===== config.mk =====
export PLATFORM = sky130hd
export DESIGN_NAME = ir_code_player
export DESIGN_NICKNAME = d
export VERILOG_FILES = /design/src/rtl/ir_code_player.sv
export SDC_FILE = /design/constraint.sdc
export NUM_CORES = 1
export LEC_CHECK = 0
export BUFFER_PORTS_ARGS = -buffer_cell sky130_fd_sc_hd__clkbuf_2
export CAP_MARGIN = 20
export CORE_ASPECT_RATIO = 1.5
export CORE_MARGIN = 2
export CORE_UTILIZATION = 45
export CTS_CLUSTER_DIAMETER = 120
export DETAILED_ROUTE_END_ITERATION = 6
export GPL_TIMING_DRIVEN = 0
export SLEW_MARGIN = 0
export SYNTH_ARGS = -nofsm -noshare
export SYNTH_HDL_FRONTEND = slang
export SYNTH_SLANG_ARGS = --single-unit

===== constraint.sdc =====
create_clock -name clk -period 3.3 [get_ports clk]
set_clock_uncertainty 0.15 [all_clocks]
set_input_delay 0.165 -clock clk [delete_from_list [all_inputs] [get_ports clk]]
set_output_delay 0.165 -clock clk [all_outputs]
set_load 0.05 [all_outputs]

===== src/rtl/ir_code_player.sv =====
// ir_code_player
// Plays back an IR remote-control code stored as a table of
// {last, mark, space} entries. Each mark is driven as a modulated carrier
// on the enabled LEDs, and each space leaves the LEDs idle. Durations are
// counted in carrier periods.
//
// Ports
//   clk, rst_n     clock, asynchronous active-low reset
//   start, stop    level start (sampled in IDLE) / synchronous abort
//   loop_forever   restart from entry 0 after the last entry while high
//   carrier_div    carrier half-period in clk cycles (latched at start)
//   led_mask       per-LED enable (latched at start)
//   rom_addr       code-table read address
//   rom_data       {last, mark, space}, valid one cycle after rom_addr
//   busy           high whenever not IDLE
//   done           one-cycle pulse after normal completion
//   fail           sticky error flag, cleared by the next accepted start
//   ir_out         modulated LED drive (active-low when INVERT=1)
module ir_code_player #(
   parameter int DIV_W  = 12,
   parameter int DUR_W  = 16,
   parameter int ADDR_W = 8,
   parameter int LEDS   = 2,
   parameter int INVERT = 0
) (
   input  logic                 clk,
   input  logic                 rst_n,
   input  logic                 start,
   input  logic                 stop,
   input  logic                 loop_forever,
   input  logic [DIV_W-1:0]     carrier_div,
   input  logic [LEDS-1:0]      led_mask,
   output logic [ADDR_W-1:0]    rom_addr,
   input  logic [2*DUR_W:0]     rom_data,
   output logic                 busy,
   output logic                 done,
   output logic                 fail,
   output logic [LEDS-1:0]      ir_out
);

   localparam logic [2:0] S_IDLE  = 3'd0;
   localparam logic [2:0] S_FETCH = 3'd1;
   localparam logic [2:0] S_LATCH = 3'd2;
   localparam logic [2:0] S_MARK  = 3'd3;
   localparam logic [2:0] S_SPACE = 3'd4;

   localparam logic [DIV_W-1:0] DIV_ONE  = 1;
   localparam logic [DUR_W:0]   HALF_ONE = 1;

   logic [2:0]        state_q, state_d;
   logic [ADDR_W-1:0] addr_q,  addr_d;
   logic [DIV_W-1:0]  div_q,   div_d;
   logic [LEDS-1:0]   mask_q,  mask_d;
   logic [DIV_W-1:0]  cnt_q,   cnt_d;    // clk cycles within a carrier half
   logic [DUR_W:0]    half_q,  half_d;   // carrier halves left after this one
   logic              phase_q, phase_d;
   logic [DUR_W-1:0]  space_q, space_d;
   logic              last_q,  last_d;
   logic              done_q,  done_d;
   logic              fail_q,  fail_d;

   logic              rd_last;
   logic [DUR_W-1:0]  rd_mark;
   logic [DUR_W-1:0]  rd_space;
   logic              half_end;
   logic              mark_end;
   logic              entry_end;

   assign rd_last  = rom_data[2*DUR_W];
   assign rd_mark  = rom_data[2*DUR_W-1:DUR_W];
   assign rd_space = rom_data[DUR_W-1:0];

   // div_q is never zero while busy, so div_q-1 cannot underflow there.
   // The half counter (DUR_W+1 bits) combined with the cycle counter
   // (DIV_W bits) spans 2*div*dur cycles without overflow.
   assign half_end = (cnt_q == (div_q - DIV_ONE));

   always_comb begin
      state_d   = state_q;
      addr_d    = addr_q;
      div_d     = div_q;
      mask_d    = mask_q;
      cnt_d     = cnt_q;
      half_d    = half_q;
      phase_d   = phase_q;
      space_d   = space_q;
      last_d    = last_q;
      done_d    = 1'b0;
      fail_d    = fail_q;
      mark_end  = 1'b0;
      entry_end = 1'b0;

      case (state_q)
         S_IDLE: begin
            if (start && !stop) begin
               if (carrier_div != '0) begin
                  state_d = S_FETCH;
                  addr_d  = '0;
                  fail_d  = 1'b0;
                  div_d   = carrier_div;
                  mask_d  = led_mask;
               end else begin
                  fail_d  = 1'b1;
               end
            end
         end
         S_FETCH: state_d = S_LATCH;
         S_LATCH: begin
            if (rd_mark == '0) begin
               fail_d  = 1'b1;
               state_d = S_IDLE;
            end else begin
               state_d = S_MARK;
               cnt_d   = '0;
               phase_d = 1'b1;
               half_d  = {rd_mark, 1'b0} - HALF_ONE;
               space_d = rd_space;
               last_d  = rd_last;
            end
         end
         S_MARK, S_SPACE: begin
            if (half_end) begin
               cnt_d   = '0;
               phase_d = ~phase_q;
               if (half_q == '0) begin
                  if (state_q == S_MARK) mark_end  = 1'b1;
                  else                   entry_end = 1'b1;
               end else begin
                  half_d = half_q - HALF_ONE;
               end
            end else begin
               cnt_d = cnt_q + DIV_ONE;
            end
         end
         default: state_d = S_IDLE;
      endcase

      // A zero space skips SPACE entirely, so the entry ends with the mark.
      if (mark_end) begin
         if (space_q != '0) begin
            state_d = S_SPACE;
            cnt_d   = '0;
            half_d  = {space_q, 1'b0} - HALF_ONE;
         end else begin
            entry_end = 1'b1;
         end
      end

      if (entry_end) begin
         if (last_q) begin
            if (loop_forever) begin
               addr_d  = '0;
               state_d = S_FETCH;
            end else begin
               done_d  = 1'b1;
               state_d = S_IDLE;
            end
         end else if (&addr_q) begin
            // Running off the end of the table is an error, not a wrap.
            fail_d  = 1'b1;
            state_d = S_IDLE;
         end else begin
            addr_d  = addr_q + 1'b1;
            state_d = S_FETCH;
         end
      end

      // Abort wins over everything else; fail keeps its previous value.
      if (stop && (state_q != S_IDLE)) begin
         state_d = S_IDLE;
         done_d  = 1'b0;
         fail_d  = fail_q;
         cnt_d   = '0;
         half_d  = '0;
      end
   end

   always_ff @(posedge clk or negedge rst_n) begin
      if (!rst_n) begin
         state_q <= S_IDLE;
         addr_q  <= '0;
         div_q   <= '0;
         mask_q  <= '0;
         cnt_q   <= '0;
         half_q  <= '0;
         phase_q <= 1'b0;
         space_q <= '0;
         last_q  <= 1'b0;
         done_q  <= 1'b0;
         fail_q  <= 1'b0;
      end else begin
         state_q <= state_d;
         addr_q  <= addr_d;
         div_q   <= div_d;
         mask_q  <= mask_d;
         cnt_q   <= cnt_d;
         half_q  <= half_d;
         phase_q <= phase_d;
         space_q <= space_d;
         last_q  <= last_d;
         done_q  <= done_d;
         fail_q  <= fail_d;
      end
   end

   assign rom_addr = addr_q;
   assign busy     = (state_q != S_IDLE);
   assign done     = done_q;
   assign fail     = fail_q;

   // Decoded straight from reset-cleared state so reset idles the LEDs
   // without waiting for a clock edge.
   assign ir_out = ({LEDS{(state_q == S_MARK) && phase_q}} & mask_q)
                   ^ {LEDS{INVERT != 0}};

endmodule

## Word-level counts from Yosys, hierarchy flattened

Index checks and enable logic that the tools add are counted.

| storage, ports and cells | value |
|---|---|
| register bits after elaboration | 74 |
| word-level logic and storage cells | 98 |
| output and inout bits | 13 |
| input bits | 52 |

| cells by class | value |
|---|---|
| add/subtract/negate cells | 6 |
| equal/unequal tests | 7 |
| bitwise logic cells | 3 |
| muxes and demuxes | 55 |
| reductions and logical operators | 16 |

Operators by type and width:

| kind | count |
|---|---|
| 2-to-1 mux 17 bit | 6 |
| 2-to-1 mux 12 bit | 5 |
| 2-to-1 mux 8 bit | 7 |
| subtractor 17 x 1 -> 17 bit, second input constant | 3 |
| one-hot mux 17 bit (2 select lines) | 1 |
| 2-to-1 mux 1 bit | 24 |
| one-hot mux 12 bit (2 select lines) | 1 |
| 2-to-1 mux 3 bit | 7 |
| zero test 17 bit | 1 |
| zero test 16 bit | 1 |
| nonzero test 16 bit | 1 |
| adder 12 x 1 -> 12 bit, second input constant | 1 |
| equality test 12 bit | 1 |
| one-hot mux 3 bit (4 select lines) | 1 |
| nonzero test 12 bit | 1 |
| subtractor 12 x 1 -> 12 bit, second input constant | 1 |
| adder 8 x 1 -> 8 bit, second input constant | 1 |
| AND reduction 8 bit | 1 |
| equality test 3 x 2 -> 1 bit, second input constant | 2 |
| AND reduction 3 bit | 2 |
| != test 2 bit, second input constant | 2 |
| one-hot mux 1 bit (2 select lines) | 2 |
| equality test 3 x 1 -> 1 bit, second input constant | 1 |
| equality test 3 bit, second input constant | 1 |
| 10 further kinds | 13 |

## Logic depth before layout (Yosys ltp)

| depth | value |
|---|---|
| depth in word-level cells | 9 |
| gate-level depth with buffers | 12 |

## Least setup slack after synthesis

No wires, ideal clock.

| timing | value |
|---|---|
| path kind | register to register |
| start | register div_q[0] |
| end | register half_q[9] |
| required time | 3.015 ns |
| setup slack | 0.274 ns |
| clock period less this slack | 3.026 ns |
| arrival | 2.741 ns |
| stages on the path, launching flop included | 11 |
| cells stage by stage | dfrtp_1 > inv_1 > ha_1 > or4b_1 > o21ai_0 > nor4bb_1 > or3_4 > and4_4 > mux2_2 > a2111oi_2 > a211oi_1 |

| on the way | value |
|---|---|
| cells in the longest elaborated chain, start to end | 7 |
| elaborated cells between the ends (all ways) | 9 |
| classes of those cells | 1 x add/sub; 1 x eq/ne; 7 x mux |

Ends and longest elaborated chain:

| element | RTL line | text |
|---|---|---|
| from (decl) | 52 | `logic [DIV_W-1:0] div_q, div_d;` |
| from (signal assigned) | 194 | `div_q <= div_d;` |
| subtractor 12 x 1 -> 12 bit * | 76 | `assign half_end = (cnt_q == (div_q - DIV_ONE));` |
| equality test 12 bit * | 76 |  |
| 2-to-1 mux 17 bit | 122 | `if (half_end) begin` |
| one-hot mux 17 bit (2 select lines) | 93 | `case (state_q)` |
| 2-to-1 mux 17 bit | 140 | `if (space_q != '0) begin` |
| 2-to-1 mux 17 bit * | 139 | `if (mark_end) begin` |
| 2-to-1 mux 17 bit * | 169 | `if (stop && (state_q != S_IDLE)) begin` |
| net half_d[9] | 55 | `logic [DUR_W:0] half_q, half_d;` |
| to (signal assigned) | 197 | `half_q <= half_d;` |
| to (decl) | 55 |  |

Mark *: on every way through the listed nets, which the timed path passes. The rest lies on a longest branch.
A chain may end at the register's enable or synchronous reset.

## Worst setup path in the final report

| timing | value |
|---|---|
| start | register div_q[0] |
| end | register half_q[7] |

Same word-level chain as after synthesis.

==> impl_metrics.py <==
metrics = {
    "die": {
        "fp.dieW_um": 90.7,
        "initial_core_util": 0.461,
        "core_sq_um": 11000,
        "die_h_um": 134,
        "rows": 47,
        "dieArea_sq_um": 12200,
        "ios": 65,
    },
    "critical_path": {
        "slowest_stage": "or4b_4",
        "endpoint_kind": "register",
        "path_delay_family": "simple AND/OR/NAND/NOR gates",
        "worstReg2RegStart": "div_q[0]",
        "setup.worst_path.start_class": "register",
        "arrival_ns": 3.29,
        "crit_type": "reg2reg",
        "r2r_end": "half_q[7]",
        "r2r_slack_ns": 0.07,
        "crit_required_ns": 3.36,
        "r2r_cells": 12,
        "critPathMaxFanout": 10,
        "crit_path_cell_trace": "inv_2, ha_4, or4b_4, o21ai_2, nor4bb_4, or3_4, and4_1, buf_4, nand4_4, buf_12, o21ai_1, a21oi_1",
        "cp_num_buf_inv": 3,
        "slowest_delay_ns": 0.48,
    },
    "yosys": {
        "synth_edf_count": 0,
        "ys_warn_count": 0,
        "syn_area_per_cell_sq_um": 8.23,
        "syn_nets": 675,
        "ys_top_cells_by_area": "dfrtp_1 37%, nand2_1 8.8%, nor3_1 4.2%",
        "yosysSeqAreaShare": 0.365,
        "netlist.area_leader.share": 0.365,
        "syn_area_sq_um": 5070,
        "postSynthCellCount": 616,
        "ys.flop_type": "dfrtp_1",
        "synth_top_area_cell": "dfrtp_1",
        "synthArstFlopShare": 1.00,
        "ys_seq_elements": 74,
        "ys_types": 74,
    },
    "place": {
        "hpwl_mm": 12.0,
        "gp_congestion": 0.969,
        "dp.cells": 828,
        "io_buffers": 64,
        "dpl_worst_slack_ns": -0.368,
    },
    "timing": {
        "fin_crit_sh": 0.978,
        "setup_violations": 0,
        "fin_ws_ns": 0.0717,
        "period_needed_ns": 3.23,
        "drv_slew": 0,
        "tightest_slew_ns": 1.05,
        "slew_headroom": 0.296,
        "rsz0062_at_grt": "true",
        "hold_viol": 0,
        "fmax_mhz": 310,
        "fin_hold_ws_ns": 0.0119,
    },
    "finish": {
        "syn_to_final_growth_pct": 26.6,
        "drive_gt1_frac": 0.185,
        "fin_nets": 789,
        "num_antenna_cells": 0,
        "utilization": 0.584,
        "post_layout_nonfiller_instances": 882,
        "n_fill_cell": 1011,
    },
    "detailed_routing": {
        "drc": 0,
        "antenna_left": 0,
        "vias": 5218,
        "first_pass_iters": 5,
        "wl_met3_um": 662,
        "viasPerCell": 5.92,
        "wl_mm": 16.7,
        "top_layer": "met4",
        "drtIter0Drc": 317,
        "wl_met2_mm": 8.62,
        "wl_met1_mm": 6.44,
        "post_drt_wl_per_cell_um": 18.9,
    },
    "clock_tree": {
        "ctsRootBufferMaster": "clkbuf_16",
        "cts.sinks": 74,
        "cts_tree": "done",
        "insertion_delay_ns": 0.34,
        "cts_buffer_depth": 2,
        "clk_pin_slew_ns": 0.07,
        "numCtsBuffers": 9,
        "h-tree-depth": 3,
    },
    "power_and_ir_drop": {
        "p_leak_uw": 0.00281,
        "p_per_area_nw_per_um2": 760,
        "ir_drop_uv": 472,
    },
    "grt": {
        "track_usage": 0.276,
        "grt-ovfl-total": 0,
        "grt_pass1_wl_mm": 26.3,
        "grt_pass1_vias": 5135,
        "grt_max_degree": 42,
        "antenna_found_initial": 0,
    },
    "hold_path": {
        "holdPathStages": 3,
        "hp-class": "in2reg",
        "min_to": "done",
        "min_from": "loop_forever",
    },
    "flow_run": {
        "drv_cap": 0,
    },
    "status": {
        "status": "finished clean",
    },
}
[repair_timing]
action / 4_1_cts / 5_1_grt
setup buffers: 2 / 3
resized for setup: 9 / 18
hold buffers: 33 / 0
setup endpoints to repair: 22 / 36
hold endpoints to repair: 65 / 0
pin swaps: 1 / 2
[how the worst max path moves through the flow]
stage | start | endpoint | depth (start not counted)
after CTS | div_q[2] | half_q[9] | 9
after global routing | div_q[0] | half_q[9] | 10
after detailed placement | div_q[0] | half_q[6] | 11
after floorplan | div_q[0] | half_q[9] | 10
final | div_q[0] | half_q[7] | 12
after global placement | div_q[0] | half_q[3] | 11
[per-stage QoR]
stage          power (uW)  TNS (ns)  instance area, sq um
6_report             4880         0                  6420
2_1_floorplan        2990         0                  5070
3_3_place_gp         3540     -1.22                  5580
5_1_grt              5190   -0.0670                  6420
3_5_place_dp         3610     -2.72                  5610
4_1_cts              4770         0                  6290
[cell families after synthesis]
kind of cell	Yosys count	synth area share
xor+xnor	38	0.0656
fa+ha+maj	7	0.0173
compound gates	138	0.182
flops	74	0.365
mux	7	0.0153
buf+inv	37	0.0328
simple gates	315	0.322
[sequential cells by signal (all words and copies together), names as in the netlist, 2 cells and up]
register,count
mask_q,2
space_q,16
rom_addr,8
div_q,12
half_q,17
cnt_q,12
state_q,3
[cells in the final DEF (no fill, tap or decap), drive strengths merged, types with 4 or more instances in the layout]
cell / instances
clkbuf: 88
and2: 4
o21ai: 39
o211ai: 4
xnor2: 18
and3: 13
xor2: 20
o22ai: 5
nand2: 119
and4: 5
a21oi: 34
or4: 8
nand2b: 5
dfrtp: 74
mux2: 6
nand3b: 4
nor3: 43
a31oi: 9
nand3: 17
nand4: 11
nor3b: 5
a211oi: 8
nor4: 12
inv: 17
o311a: 8
dlygate4sd3: 33
or3: 12
buf: 14
ha: 7
nor2: 45
[worst min-delay path, stage by stage]
cell      delay, ns
clkbuf_2       0.07
nand2b_1       0.15
nor3_1         0.08
[where the power goes]
| group | switching (uW) | total [uW] | leakage [uW] | internal [uW] |
|---|---|---|---|---|
| Combinational | 1310 | 2160 | 0.00170 | 855 |
| Clock | 416 | 1080 | 0.000157 | 669 |
| Sequential | 419 | 1630 | 0.000954 | 1210 |
| Total | 2140 | 4880 | 0.00281 | 2740 |
[cell type report]
class	instances	area [sq um]	share of cell area
Multi-Input combinational cell	505	3160	0.492
Sequential cell	74	1850	0.289
Timing Repair Buffer	103	731	0.114
Clock buffer	9	225	0.0351
Tap cell	147	184	0.0286
Buffer	23	116	0.0181
Clock inverter	7	98.8	0.0154
Inverter	14	52.6	0.00818
[layer usage]
| metal | track usage | vias up |
|---|---|---|
| met5 | 0 | - |
| met4 | 0.179 | 0 |
| met3 | 0.0382 | 49 |
| met2 | 0.490 | 149 |
| met1 | 0.307 | 2525 |
| li1 | - | 2495 |
[Yosys cell counts (all sizes together) (2+ instances only)]
library cell and n:
nand2 119, dfrtp 74, nor2 45, nor3 43
o21ai 39, a21oi 34, xor2 20, xnor2 18
nand3 17, clkbuf 15, inv 14, and3 13
nor4 12, or3 12, nand4 11, a31oi 9
a211oi 8, buf 8, o311a 8, or4 8
ha 7, mux2 6, and4 5, nand2b 5
nor3b 5, o22ai 5, and2 4, nand3b 4
o211ai 4, a21boi 3, a22oi 3, a41oi 3
nor4b 3, o311ai 3, a2111oi 2, a311oi 2
a31o 2, nand4b 2, o211a 2, o31ai 2
or2 2
Note: power is estimated with default switching activity, not from simulation.
